--- src/rtl/nx_meas_ingest.sv ---
// nx_meas_ingest
//   Accepts (x, y, target id) measurements on an AXI-Stream style input,
//   stamps each one with the time since that target's previous measurement,
//   and queues the result in a small FIFO for a downstream tracker.
//
//   Optional feature macro: NX_MEAS_GATE_EN
//     defined   : beats whose |x| or |y| exceeds gate_limit are consumed and
//                 counted in drop_count instead of being queued
//     undefined : gate_limit is ignored, every beat is queued, drop_count = 0
//
// Ports
//   clk, rst_n        250 MHz clock, asynchronous active-low reset
//   tick_1ms          one-cycle millisecond strobe (advances the ms counter)
//   flush             synchronous clear of queue, seen bits and drop_count
//   gate_limit        Q15.16 magnitude gate (NX_MEAS_GATE_EN only)
//   s_axis_*          input beats: tdata[31:0]=x, tdata[63:32]=y, tuser=tid
//   m_valid/m_ready   output handshake; m_x, m_y, m_tid, m_dt, m_first
//                     describe the head of the queue
//   drop_count        saturating count of gated-out beats

module nx_meas_ingest #(
    parameter int          MAX_TARGETS = 8,
    parameter int          FIFO_DEPTH  = 4,
    parameter logic [31:0] DT_FIRST    = 32'h0000_199A
) (
    input  logic                           clk,
    input  logic                           rst_n,
    input  logic                           tick_1ms,
    input  logic                           flush,
    input  logic [31:0]                    gate_limit,
    input  logic                           s_axis_tvalid,
    output logic                           s_axis_tready,
    input  logic [63:0]                    s_axis_tdata,
    input  logic [$clog2(MAX_TARGETS)-1:0] s_axis_tuser,
    output logic                           m_valid,
    input  logic                           m_ready,
    output logic [31:0]                    m_x,
    output logic [31:0]                    m_y,
    output logic [$clog2(MAX_TARGETS)-1:0] m_tid,
    output logic [31:0]                    m_dt,
    output logic                           m_first,
    output logic [15:0]                    drop_count
);

    localparam int TID_W = $clog2(MAX_TARGETS);
    localparam int AW    = $clog2(FIFO_DEPTH);
    localparam int PW    = AW + 1;

    typedef struct packed {
        logic signed [31:0] x;
        logic signed [31:0] y;
        logic [TID_W-1:0]   tid;
        logic [31:0]        dt;
        logic               first;
    } entry_t;

    // ms -> Q15.16 seconds: 67109/1024 ~= 65.536 (= 2^16 / 1000), truncated.
    // A zero interval still reports the smallest nonzero dt.
    function automatic logic [31:0] ms_to_dt(input logic [15:0] elapsed);
        logic [32:0] prod;
        prod = {17'd0, elapsed} * 33'd67109;
        if (elapsed == 16'd0) return 32'h0000_0001;
        return 32'(prod >> 10);
    endfunction

    logic [15:0]      ms_now;
    logic [MAX_TARGETS-1:0] seen;
    logic [15:0]      last_ms [MAX_TARGETS];
    entry_t           mem [FIFO_DEPTH];
    logic [PW-1:0]    wr_ptr;
    logic [PW-1:0]    rd_ptr;
    logic             ready_en;
    logic             fifo_empty;
    logic             fifo_full;
    logic             accept;
    logic             gated;
    logic             push;
    logic             pop;
    logic [15:0]      elapsed_p0;
    entry_t           in_entry_p0;
    entry_t           head;

    assign fifo_empty    = (wr_ptr == rd_ptr);
    assign fifo_full     = (wr_ptr[AW-1:0] == rd_ptr[AW-1:0]) && (wr_ptr[AW] != rd_ptr[AW]);
    // ready_en keeps tready low in reset and lets it rise on the first edge after.
    assign s_axis_tready = ready_en && !fifo_full && !flush;
    assign accept        = s_axis_tvalid && s_axis_tready;
    assign push          = accept && !gated;
    assign pop           = m_valid && m_ready && !flush;

`ifdef NX_MEAS_GATE_EN
    // Two's-complement minimum has no positive twin; clamp it to max.
    function automatic logic [31:0] abs_sat(input logic signed [31:0] v);
        if (v == 32'sh8000_0000) return 32'h7FFF_FFFF;
        if (v < 0) return 32'(-v);
        return 32'(v);
    endfunction

    logic [15:0] drop_cnt;

    assign gated = (abs_sat($signed(s_axis_tdata[31:0]))  > gate_limit) ||
                   (abs_sat($signed(s_axis_tdata[63:32])) > gate_limit);
    assign drop_count = drop_cnt;

    always_ff @(posedge clk or negedge rst_n) begin
        if (!rst_n) begin
            drop_cnt <= 16'd0;
        end else if (flush) begin
            drop_cnt <= 16'd0;
        end else if (accept && gated && drop_cnt != 16'hFFFF) begin
            drop_cnt <= drop_cnt + 16'd1;
        end
    end
`else
    logic unused_gate_limit;

    assign gated             = 1'b0;
    assign drop_count        = 16'd0;
    assign unused_gate_limit = ^gate_limit;
`endif

    // Stage p0: timestamp the incoming beat against its target's last arrival.
    // ms_now is the pre-increment value even when tick_1ms is high this cycle.
    always_comb begin
        elapsed_p0        = ms_now - last_ms[s_axis_tuser];
        in_entry_p0.x     = $signed(s_axis_tdata[31:0]);
        in_entry_p0.y     = $signed(s_axis_tdata[63:32]);
        in_entry_p0.tid   = s_axis_tuser;
        in_entry_p0.dt    = seen[s_axis_tuser] ? ms_to_dt(elapsed_p0) : DT_FIRST;
        in_entry_p0.first = !seen[s_axis_tuser];
    end

    // Control state: counter, seen bits, queue pointers.
    always_ff @(posedge clk or negedge rst_n) begin
        if (!rst_n) begin
            ready_en <= 1'b0;
            ms_now   <= 16'd0;
            seen     <= '0;
            wr_ptr   <= '0;
            rd_ptr   <= '0;
        end else begin
            ready_en <= 1'b1;
            if (tick_1ms) ms_now <= ms_now + 16'd1;
            if (flush) begin
                seen   <= '0;
                wr_ptr <= '0;
                rd_ptr <= '0;
            end else begin
                if (push) begin
                    seen[s_axis_tuser] <= 1'b1;
                    wr_ptr             <= wr_ptr + PW'(1);
                end
                if (pop) rd_ptr <= rd_ptr + PW'(1);
            end
        end
    end

    // Stage p1: queue storage and per-target timestamps (no reset needed;
    // seen bits and pointers decide what is meaningful).
    always_ff @(posedge clk) begin
        if (push) begin
            last_ms[s_axis_tuser]  <= ms_now;
            mem[wr_ptr[AW-1:0]]    <= in_entry_p0;
        end
    end

    // Head of queue; outputs read zero whenever the queue is empty.
    assign head    = mem[rd_ptr[AW-1:0]];
    assign m_valid = !fifo_empty;
    assign m_x     = m_valid ? head.x     : '0;
    assign m_y     = m_valid ? head.y     : '0;
    assign m_tid   = m_valid ? head.tid   : '0;
    assign m_dt    = m_valid ? head.dt    : '0;
    assign m_first = m_valid ? head.first : 1'b0;

endmodule

--- config.mk ---
export PLATFORM = sky130hd
export DESIGN_NAME = nx_meas_ingest
export DESIGN_NICKNAME = d
export VERILOG_FILES = /design/src/rtl/nx_meas_ingest.sv
export SDC_FILE = /design/constraint.sdc
export NUM_CORES = 1
export LEC_CHECK = 0
export CAP_MARGIN = 25
export CORE_MARGIN = 2
export CORE_UTILIZATION = 50
export DETAILED_ROUTE_END_ITERATION = 10
export PLACE_DENSITY = 0.71
export SYNTH_ARGS = -nofsm -noshare
export SYNTH_HDL_FRONTEND = slang
export SYNTH_SLANG_ARGS = --single-unit
--- constraint.sdc ---
create_clock -name clk -period 21.5 [get_ports clk]
set_input_delay 5.375 -clock clk [delete_from_list [all_inputs] [get_ports clk]]
set_output_delay 5.375 -clock clk [all_outputs]
set_load 0.02 [all_outputs]
---- Word-level counts from Yosys, hierarchy flattened ----
Memories as Yosys holds them, arrays and structs flattened.
Index checks and enable logic that the tools add are counted.
storage, ports and cells
  input port bits ......................... 105
  output and inout bits ................... 118
  RAM bits ................................ 528
  memories ................................ 2
  register bits after elaboration ......... 31
memories
  name     depth  bits a word  rd ports  clocked after memory_dff  write ports  RTL line  RTL
  mem      4      100          1         0                         1            69        entry_t mem [FIFO_DEPTH];
  last_ms  8      16           1         0                         1            68        logic [15:0] last_ms [MAX_TARGETS];
cells by class
  $lt $le $gt $ge ......................... 2
  add/subtract/negate cells ............... 4
  $mul .................................... 1
  muxes and demuxes ....................... 21
  equality and inequality tests ........... 3
  reductions and logical operators ........ 14
  bitwise gates (word level) .............. 1
operator list
  operator                                                               count
  32-bit two-way mux                                                     6
  16-bit by 17-bit multiplier with 33-bit output, second input constant  1
  16-bit by 1-bit adder with 16-bit output, second input constant        1
  16-bit logical NOT                                                     1
  8-bit two-way mux                                                      2
  16-bit subtractor                                                      1
  3-bit two-way mux                                                      5
  8-bit bitwise OR                                                       1
  1-bit logical AND                                                      7
  3-bit by 1-bit adder with 3-bit output, second input constant          2
  1-bit two-way mux                                                      6
  1-bit logical NOT                                                      4
  3-bit by 4-bit < comparator with 1-bit output, second input constant   1
  2-bit nonzero test                                                     2
  1-bit binary-select mux with 3-bit select                              1
  1-bit demux with 3-bit select                                          1
  3-bit equality test                                                    1
  3-bit by 1-bit >= comparator with 1-bit output, second input constant  1
  2-bit equality test                                                    1
  1-bit != test                                                          1

---- Depth between registers and ports, before layout ----
Gate-level depths: netlist of the first run.
  depth after elaboration ................. 8
  mapped depth ............................ 35
  depth with buffers taken out ............ 33

---- Least setup slack after synthesis of the first run ----
Ideal clock, no wire load.
  path kind ............................... input port to flip-flop
  start point ............................. input s_axis_tuser[2]
  end point ............................... memory mem[0][21] (netlist name) (data pin)
  stages .................................. 30
  data arrival time ....................... 12.489 ns
  setup slack ............................. 8.807 ns
  setup time .............................. 0.203 ns
  cell sequence ........................... buf_2 -> nor3b_2 -> clkbuf_1 -> a22oi_1 -> and3_1 -> ha_1 -> o211a_1 -> o31a_1 -> o21ai_1 -> a311oi_1 -> o21ai_0 -> nand2b_1 -> xor2_1 -> ha_1 -> inv_1 -> fa_1 -> fa_1 -> fa_1 -> inv_1 -> fa_1 -> ha_1 -> ha_1 -> a21oi_1 -> nor2b_1 -> a211oi_1 -> o21ai_0 -> o2111ai_1 -> nand2_1 -> o21a_1 -> nor3_1
RTL lines
  element             RTL line  RTL
  start: declaration  34        input logic [$clog2(MAX_TARGETS)-1:0] s_axis_tuser,
  end: declaration    69

==> results.yml, run 1 <==
synth:
  seq_area_frac_synth: 0.6392
  synth_area_per_cell_um2: 16.44
  yosys_warnings: 0
  syn_area_mm2: 0.02433
  synth.top_cells.by_area: "edfxtp_1 61%, mux4_2 8.4%, ha_1 8.2%, fa_1 3.3%, dfrtp_1 3.2%"
  synth.most_common_cell: "edfxtp_1"
  synthCells: 1480
  yosysUniqueCellTypes: 62
  async_reset_ff_frac: 0.05927
  synth-main-ff-cell: "edfxtp_1"
  synth-seq-cells: 523
  synth_edf_count: 492
  synth_top_area_frac: 0.6073
  yosys-top-cells-count: "492 x edfxtp_1, 160 x ha_1, 107 x inv_1"
  yosysTopAreaCell: "edfxtp_1"
global_routing:
  grt_max_degree: 74
  track_usage: 0.1949
  first_global_vias: 13390
  overflow: 0
  antenna_found_initial: 1
  grt_pass1_wl_mm: 75.59
cells_and_area:
  drive_gt1_frac: 0.1311
  layout.nets: 1981
  finish.instance_area_mm2: 0.02843
  diodes: 0
  final_cells: 2331
  area_growth_pct: 16.88
routing:
  drcViolationCount: 0
  drtIter0Drc: 1023
  antenna_left: 0
  drtPass1Iterations: 5
  totalWireLength_mm: 48.65
  vias_per_cell: 5.594
  vias: 13040
  avgRoutedWirePerCell_um: 20.87
setup_path:
  worst_setup_path_start_kind: "input port"
  cp-end-kind: "flip-flop"
  critPathLaunch: "s_axis_tuser[2]"
  ff2ff_path_depth: 28
  r2r_start: "last_ms[6][2]"
  slowest_stage: "and3b_1"
  worstPathArrival_ns: 14.78
  max_stage_delay_ns: 0.88
  critPathRequiredTime_ns: 21.84
  cp_max_fo: 19
  crit_type: "input port to flip-flop"
clock_network:
  clock_latency_ns: 0.60
  cts_inserted_buffers: 52
  cts_resized: 0
  clockBufferDepth: 3
  h-tree-depth: 2
  cts.clk_slew.worst_paths_ns: 0.06
  cts_tree: "done"
  cts_sinks: 523
  holdBufCountCts: 0
  cts_root_buffer: "clkbuf_16"
  cts_setup_buffers: 0
sta:
  final_hold_viol_count: 0
  period_share: 0.6715
  fmax_ghz: 0.06926
  setup_tns_ns: 0
  drv_slew: 0
  skew_ns: 0.02229
  setup_viol: 0
  fin_crit_ns: 14.44
  rsz0062_at_grt: "no"
  relSlewSlack: 0.3098
  max_slew.worst_pin.slew_ns: 1.034
placed_design:
  dp_hpwl_mm: 31.04
  gp_congestion: 0.8050
  place_area_mm2: 0.02675
  io_buffers: 165
  dpl.cell_count: 2237
die:
  die_y_um: 224.6
  dieArea_mm2: 0.05043
  coreArea_mm2: 0.04785
  num_io_pins: 223
  initial_core_util: 0.5084
  rows: 80
  die_x_um: 224.6
min_path:
  holdPathStages: 2
  min_from: "seen[6]"
  hold_class: "flip-flop to flip-flop"
status:
  outcome: "finished clean"
run:
  max_cap_violations: 0
==> routing by layer <==
metal,share of wire,global-route usage
met4,0.017,0.04465
met2,0.50,0.3306
met1,0.44,0.2673
met5,0.00023,0
met3,0.050,0.03109
==> cells in the final DEF (no fill, tap or decap), types with 5 or more instances in the layout <==
cell type | synthesis | final
inv_1 | 107 | 107
buf_4 | 26 | 23
clkinv_1 | 0 | 12
and3_1 | 22 | 18
clkinv_2 | 0 | 10
and2_1 | 6 | 6
or3_1 | 6 | 6
o21a_1 | 6 | 6
nand2_1 | 30 | 30
edfxtp_1 | 492 | 492
nor2_1 | 61 | 52
a21o_1 | 13 | 13
xor2_1 | 21 | 21
fa_1 | 40 | 40
clkbuf_16 | 0 | 53
a22o_1 | 12 | 12
a221oi_1 | 12 | 12
nor2_2 | 1 | 10
xnor2_1 | 30 | 30
o21ai_0 | 15 | 15
nor3_1 | 9 | 8
clkdlybuf4s50_1 | 0 | 165
bufinv_16 | 0 | 5
mux4_2 | 91 | 91
nand3_1 | 9 | 9
a21oi_1 | 20 | 20
nor2b_1 | 96 | 96
clkbuf_1 | 32 | 5
dfrtp_1 | 31 | 29
conb_1 | 2 | 26
nand4_1 | 13 | 13
ha_1 | 160 | 160
a22oi_1 | 40 | 40
o22ai_1 | 5 | 5
clkinvlp_4 | 0 | 6
a211oi_1 | 5 | 5
==> through the flow <==
step	setup WS [ns]	util	hold WS, ns
finish	7.062	0.5942	0.4993
global route	6.357	0.5942	0.5233
CTS	7.003	0.5942	0.5035
detailed placement	6.412	0.5591	0.4892
global placement	6.453	0.5576	0.4799
floorplan	8.807	-	0.4666
==> cells by family (layout without fill, tap and decap cells) <==
logic type,after synthesis,after routing,share of synthesized area
compound gates,155,155,0.04645
xor+xnor,52,52,0.01903
fa+ha+maj,200,200,0.1152
buf+inv,182,394,0.03261
flops,523,523,0.6392
mux,92,92,0.08466
other cells,2,26,0.0003087
simple gates,274,274,0.06249
==> critical path: cells and delay by family <==
family | cells | cell delay (ns)
compound gates | 12 | 2.64
xor+xnor | 1 | 0.59
fa+ha+maj | 8 | 3.35
buf+inv | 3 | 0.97
simple gates | 6 | 1.86
==> flip-flops by register name, indices dropped and copies added (netlist names) <==
name      count
last_ms     128
ready_en      1
ms_now       16
rd_ptr        3
seen          8
wr_ptr        3
mem         364
==> final cells by class <==
type                            count  area, um2
Clock buffer                       60       1373
Sequential cell                   523      15560
Multi-Input combinational cell    799       8120
Fill cell                        3573      19410
Clock inverter                     34      310.3
Inverter                          108      405.4
Timing Repair Buffer              192       1897
Tap cell                          615      769.5
==> path summary, 6_finish.rpt <==
check / endpoint / slack [ns]
setup / recovery: mem[2][21] / 7.06
hold reg to reg: seen[6] / 0.50
hold / removal: seen[6] / 0.50
setup reg to reg: mem[2][21] / 13.20
min in group asynchronous: ms_now[14] / 5.20
max in group asynchronous: rd_ptr[1] / 15.90
Power of run 1 is left out: the tool's default activity adds up to more than one toggle a clock period on the data nets, which glitch-free logic cannot reach.
==> run 2, diff against run 1 <==
--- a/config.mk
+++ b/config.mk
@@ -9,7 +9,7 @@
 export CORE_MARGIN = 2
 export CORE_UTILIZATION = 50
 export DETAILED_ROUTE_END_ITERATION = 10
-export PLACE_DENSITY = 0.71
+export PLACE_DENSITY = 0.74
 export SYNTH_ARGS = -nofsm -noshare
 export SYNTH_HDL_FRONTEND = slang
 export SYNTH_SLANG_ARGS = --single-unit
==> constraint.sdc (replaced) <==
create_clock -name clk -period 12.7 [get_ports clk]
set_input_delay 3.175 -clock clk [delete_from_list [all_inputs] [get_ports clk]]
set_output_delay 3.175 -clock clk [all_outputs]
set_load 0.02 [all_outputs]
==> run 2 against run 1 <==
Utilization increased by 0.50 points. Via count increased by 1.3%. Sequential share of layout area decreased by 0.46 points. Largest cell class unchanged. Highest routed layer unchanged.
==> results.yml, run 2 (synthesis gave the netlist of run 1 again) <==
status:
  outcome: "finished clean"
cells_and_area:
  final_cell_mix: "492 x edfxtp_1, 165 x clkdlybuf4s50_1, 160 x ha_1"
  fin_util: 0.5993
  final_common_cell: "edfxtp_1"
  drive_gt1_frac: 0.1411
  largest_reg_flops: 364
  layout.nets: 1998
  area_growth_pct: 17.87
routing:
  vias: 13210
  vias_per_cell: 5.618
  drcViolationCount: 0
  totalWireLength_mm: 49.14
  antenna_left: 0
  drtPass1Iterations: 5
  drtIter0Drc: 954
  avgRoutedWirePerCell_um: 20.89
sta:
  fmax_ghz: 0.08547
  relSlewSlack: 0.3394
  rsz0062_at_grt: "no"
  skew_ns: 0.01681
  final_hold_viol_count: 0
  setup_viol: 0
  period_share: 0.9213
  max_slew.worst_pin.slew_ns: 0.9909
  setup_tns_ns: 0
  drv_slew: 0
  fin_crit_ns: 11.70
setup_path:
  max_stage_delay_ns: 0.87
  worst_setup_path_start_kind: "input port"
  worstPathArrival_ns: 12.04
  slowest_stage: "clkdlybuf4s50_1"
  critPathRequiredTime_ns: 13.04
  crit_type: "input port to flip-flop"
  cp_max_fo: 19
  path_delay_family: "adder cells"
  rrSetupSlack_ns: 4.58
  worst-path-buf-inv: 6
  cp-end-kind: "flip-flop"
global_routing:
  antenna_found_initial: 2
  grt_max_degree: 69
  grt_pass1_wl_mm: 76.71
  first_global_vias: 13700
  track_usage: 0.1975
  overflow: 0
clock_network:
  holdBufCountCts: 0
  cts_setup_buffers: 0
  cts_inserted_buffers: 51
  cts.clk_slew.worst_paths_ns: 0.06
  cts_resized: 0
  h-tree-depth: 2
  clock_latency_ns: 0.59
  cts_tree: "done"
  cts_root_buffer: "clkbuf_16"
  cts_sinks: 523
  clockBufferDepth: 3
die:
  coreArea_mm2: 0.04785
  initial_core_util: 0.5084
  num_io_pins: 223
  die_x_um: 224.6
  die_y_um: 224.6
  rows: 80
  dieArea_mm2: 0.05043
placed_design:
  gp_congestion: 0.8137
  io_buffers: 165
  dp_hpwl_mm: 31.66
run:
  max_cap_violations: 0
min_path:
  hold_class: "flip-flop to flip-flop"
[run 2: cell types whose count changed in the layout (fill, tap and decap cells not counted), moves of 2 or more]
cell / delta
clkbuf_8: -2
bufinv_16: +4
clkinvlp_4: -5
buf_4: +17
clkinv_4: +4
[run 2: final timing paths]
path,start,end,depth (start not counted)
hold / removal,seen[5],seen[5],2
setup reg to reg,last_ms[7][2],mem[1][21],30
min in group asynchronous,rst_n,ms_now[14],2
max in group asynchronous,rst_n,rd_ptr[0],2
hold reg to reg,seen[5],seen[5],2
setup / recovery,s_axis_tuser[2],mem[1][21],32
[run 2: area by class of cell]
cell class | instances | area, um2
Fill cell | 3502 | 19170
Clock inverter | 38 | 440.4
Inverter | 108 | 405.4
Multi-Input combinational cell | 799 | 8118
Timing Repair Buffer | 210 | 2036
Clock buffer | 58 | 1345
Sequential cell | 523 | 15560
Tap cell | 615 | 769.5
Antenna cell | 1 | 2.502
[run 2: worst min-delay path, stage by stage, from the launching register on]
cell     delay [ns]
dfrtp_1        0.34
nor2_1         0.05
nor2_1         0.08
[run 2: metal layers]
| metal | share of wire | routed length [um] | vias to the layer above | GRT usage |
|---|---|---|---|---|
| met3 | 0.056 | 2731 | 62 | 0.03514 |
| met5 | 0.00055 | 27 | - | 0 |
| met4 | 0.016 | 804 | 4 | 0.04508 |
| met1 | 0.43 | 21240 | 6786 | 0.2682 |
| li1 | - | - | 6016 | - |
| met2 | 0.50 | 24340 | 346 | 0.3352 |
[run 2: metrics by stage]
step	setup WS, ns	std cells	area, um2	hold WS, ns
CTS	1.059	2351	28670	0.5130
finish	0.9993	2352	28670	0.5075
floorplan	2.207	1504	24420	0.4666
detailed placement	0.4606	2255	26890	0.4975
global placement	0.6153	2250	26800	0.4801
global route	0.4448	2351	28670	0.5265
Power of run 2 is left out for the same reason.
==> run 3, diff against run 2 <==
--- a/config.mk
+++ b/config.mk
@@ -10,6 +10,7 @@
 export CORE_UTILIZATION = 50
 export DETAILED_ROUTE_END_ITERATION = 10
 export PLACE_DENSITY = 0.74
+export SLEW_MARGIN = 30
 export SYNTH_ARGS = -nofsm -noshare
 export SYNTH_HDL_FRONTEND = slang
 export SYNTH_SLANG_ARGS = --single-unit
==> run 3 against run 2 <==
First-iteration DRC count shrank 15%. Hold slack is essentially flat. Register-to-register slack gained 0.04 ns. Via count shrank 0.37%.
==> results.yml, run 3 (synthesis gave the netlist of run 1 again) <==
setup_path:
  cp_max_fo: 19
  rrSetupSlack_ns: 4.62
  cp-end-kind: "flip-flop"
  worst_setup_path_start_kind: "input port"
  max_stage_delay_ns: 0.89
  ff2ff_path_depth: 30
  slowest_stage: "clkdlybuf4s50_1"
  r2r_start: "last_ms[7][2]"
  timing.rr.end: "mem[0][21]"
  critPathRequiredTime_ns: 13.05
  worstPathArrival_ns: 12.04
  crit_type: "input port to flip-flop"
clock_network:
  clock_latency_ns: 0.60
  holdBufCountCts: 0
  clockBufferDepth: 3
  cts_sinks: 523
  cts_inserted_buffers: 51
  cts_resized: 0
  h-tree-depth: 2
  cts_setup_buffers: 0
  cts_root_buffer: "clkbuf_16"
  cts_tree: "done"
  cts.clk_slew.worst_paths_ns: 0.06
cells_and_area:
  final_cell_mix: "492 x edfxtp_1, 165 x clkdlybuf4s50_1, 160 x ha_1"
  final_common_cell: "edfxtp_1"
  multi_input_area_mm2: 0.008150
  diodes: 0
  fill_cells: 3509
  largest_reg_flops: 364
  layout.nets: 1994
  area_growth_pct: 17.47
  finish.instance_area_mm2: 0.02857
  drive_gt1_frac: 0.1352
  ff_latch_area_mm2: 0.01556
die:
  die_x_um: 224.6
  initial_core_util: 0.5084
  die_y_um: 224.6
  dieArea_mm2: 0.05043
  num_io_pins: 223
  coreArea_mm2: 0.04785
  rows: 80
sta:
  skew_ns: 0.01643
  worst_slack_ns: 1.004
  fin_hold_ws_ns: 0.5072
  fin_crit_ns: 11.70
  period_share: 0.9209
  rsz0062_at_grt: "no"
  relSlewSlack: 0.4522
  final_hold_viol_count: 0
  setup_viol: 0
  max_slew.worst_pin.slew_ns: 0.8217
  setup_tns_ns: 0
  fmax_ghz: 0.08550
  drv_slew: 0
min_path:
  hold_class: "flip-flop to flip-flop"
  hold_end: "seen[5]"
  holdPathStages: 2
  min_from: "seen[5]"
global_routing:
  overflow: 0
  grt_max_degree: 69
  track_usage: 0.1967
  grt_pass1_wl_mm: 76.30
  first_global_vias: 13590
  antenna_found_initial: 3
routing:
  antenna_left: 0
  totalWireLength_mm: 49.09
  vias: 13170
  avgRoutedWirePerCell_um: 20.93
  drtIter0Drc: 811
  vias_per_cell: 5.612
  drcViolationCount: 0
  drtPass1Iterations: 5
placed_design:
  dp_hpwl_mm: 31.05
  place_area_mm2: 0.02683
  place_ws_ns: 0.4841
  io_buffers: 165
  gp_congestion: 0.8137
status:
  outcome: "finished clean"
run:
  max_cap_violations: 0
[run 3: through the flow]
stage	utilization	std cells
floorplan	-	1504
global placement	0.5602	2250
detailed placement	0.5607	2250
CTS	0.5964	2345
global route	0.5972	2346
finish	0.5972	2346
[run 3: worst max-delay path by stage]
| stage | slack (ns) | start | endpoint |
|---|---|---|---|
| 6_report | 1.00 | s_axis_tuser[2] | mem[0][21] |
| 3_5_place_dp | 0.48 | s_axis_tuser[2] | mem[0][21] |
| 4_1_cts | 1.07 | s_axis_tuser[2] | mem[3][21] |
| 2_1_floorplan | 2.21 | s_axis_tuser[2] | mem[0][21] |
| 5_1_grt | 0.49 | s_axis_tuser[2] | mem[0][21] |
| 3_3_place_gp | 0.62 | s_axis_tuser[2] | mem[0][21] |
[run 3: critical path, delay by kind of cell]
family | cells | cell delay (ns)
AO/OA/AOI/OAI | 10 | 2.47
AND/OR/NAND/NOR | 7 | 1.33
buffers and inverters | 6 | 1.65
adder cells (fa/ha/maj) | 8 | 3.20
XOR/XNOR | 1 | 0.20
[run 3: layout make-up]
class	count	share of cell area
clock buffers	69	0.04957
clock inverters	26	0.01025
inverters	108	0.01419
multi-input cells	799	0.2852
flip-flops and latches	523	0.5444
well taps	615	0.02693
repair buffers	206	0.06940
[run 3: per-layer routing]
layer	share of wire	wire, um	up-vias	global-route usage
li1	-	-	6003	-
met1	0.43	20950	6743	0.2650
met2	0.50	24330	344	0.3329
met3	0.060	2966	69	0.03775
met4	0.016	799	6	0.04743
met5	0.00084	41	-	0
Power of run 3 is left out for the same reason.
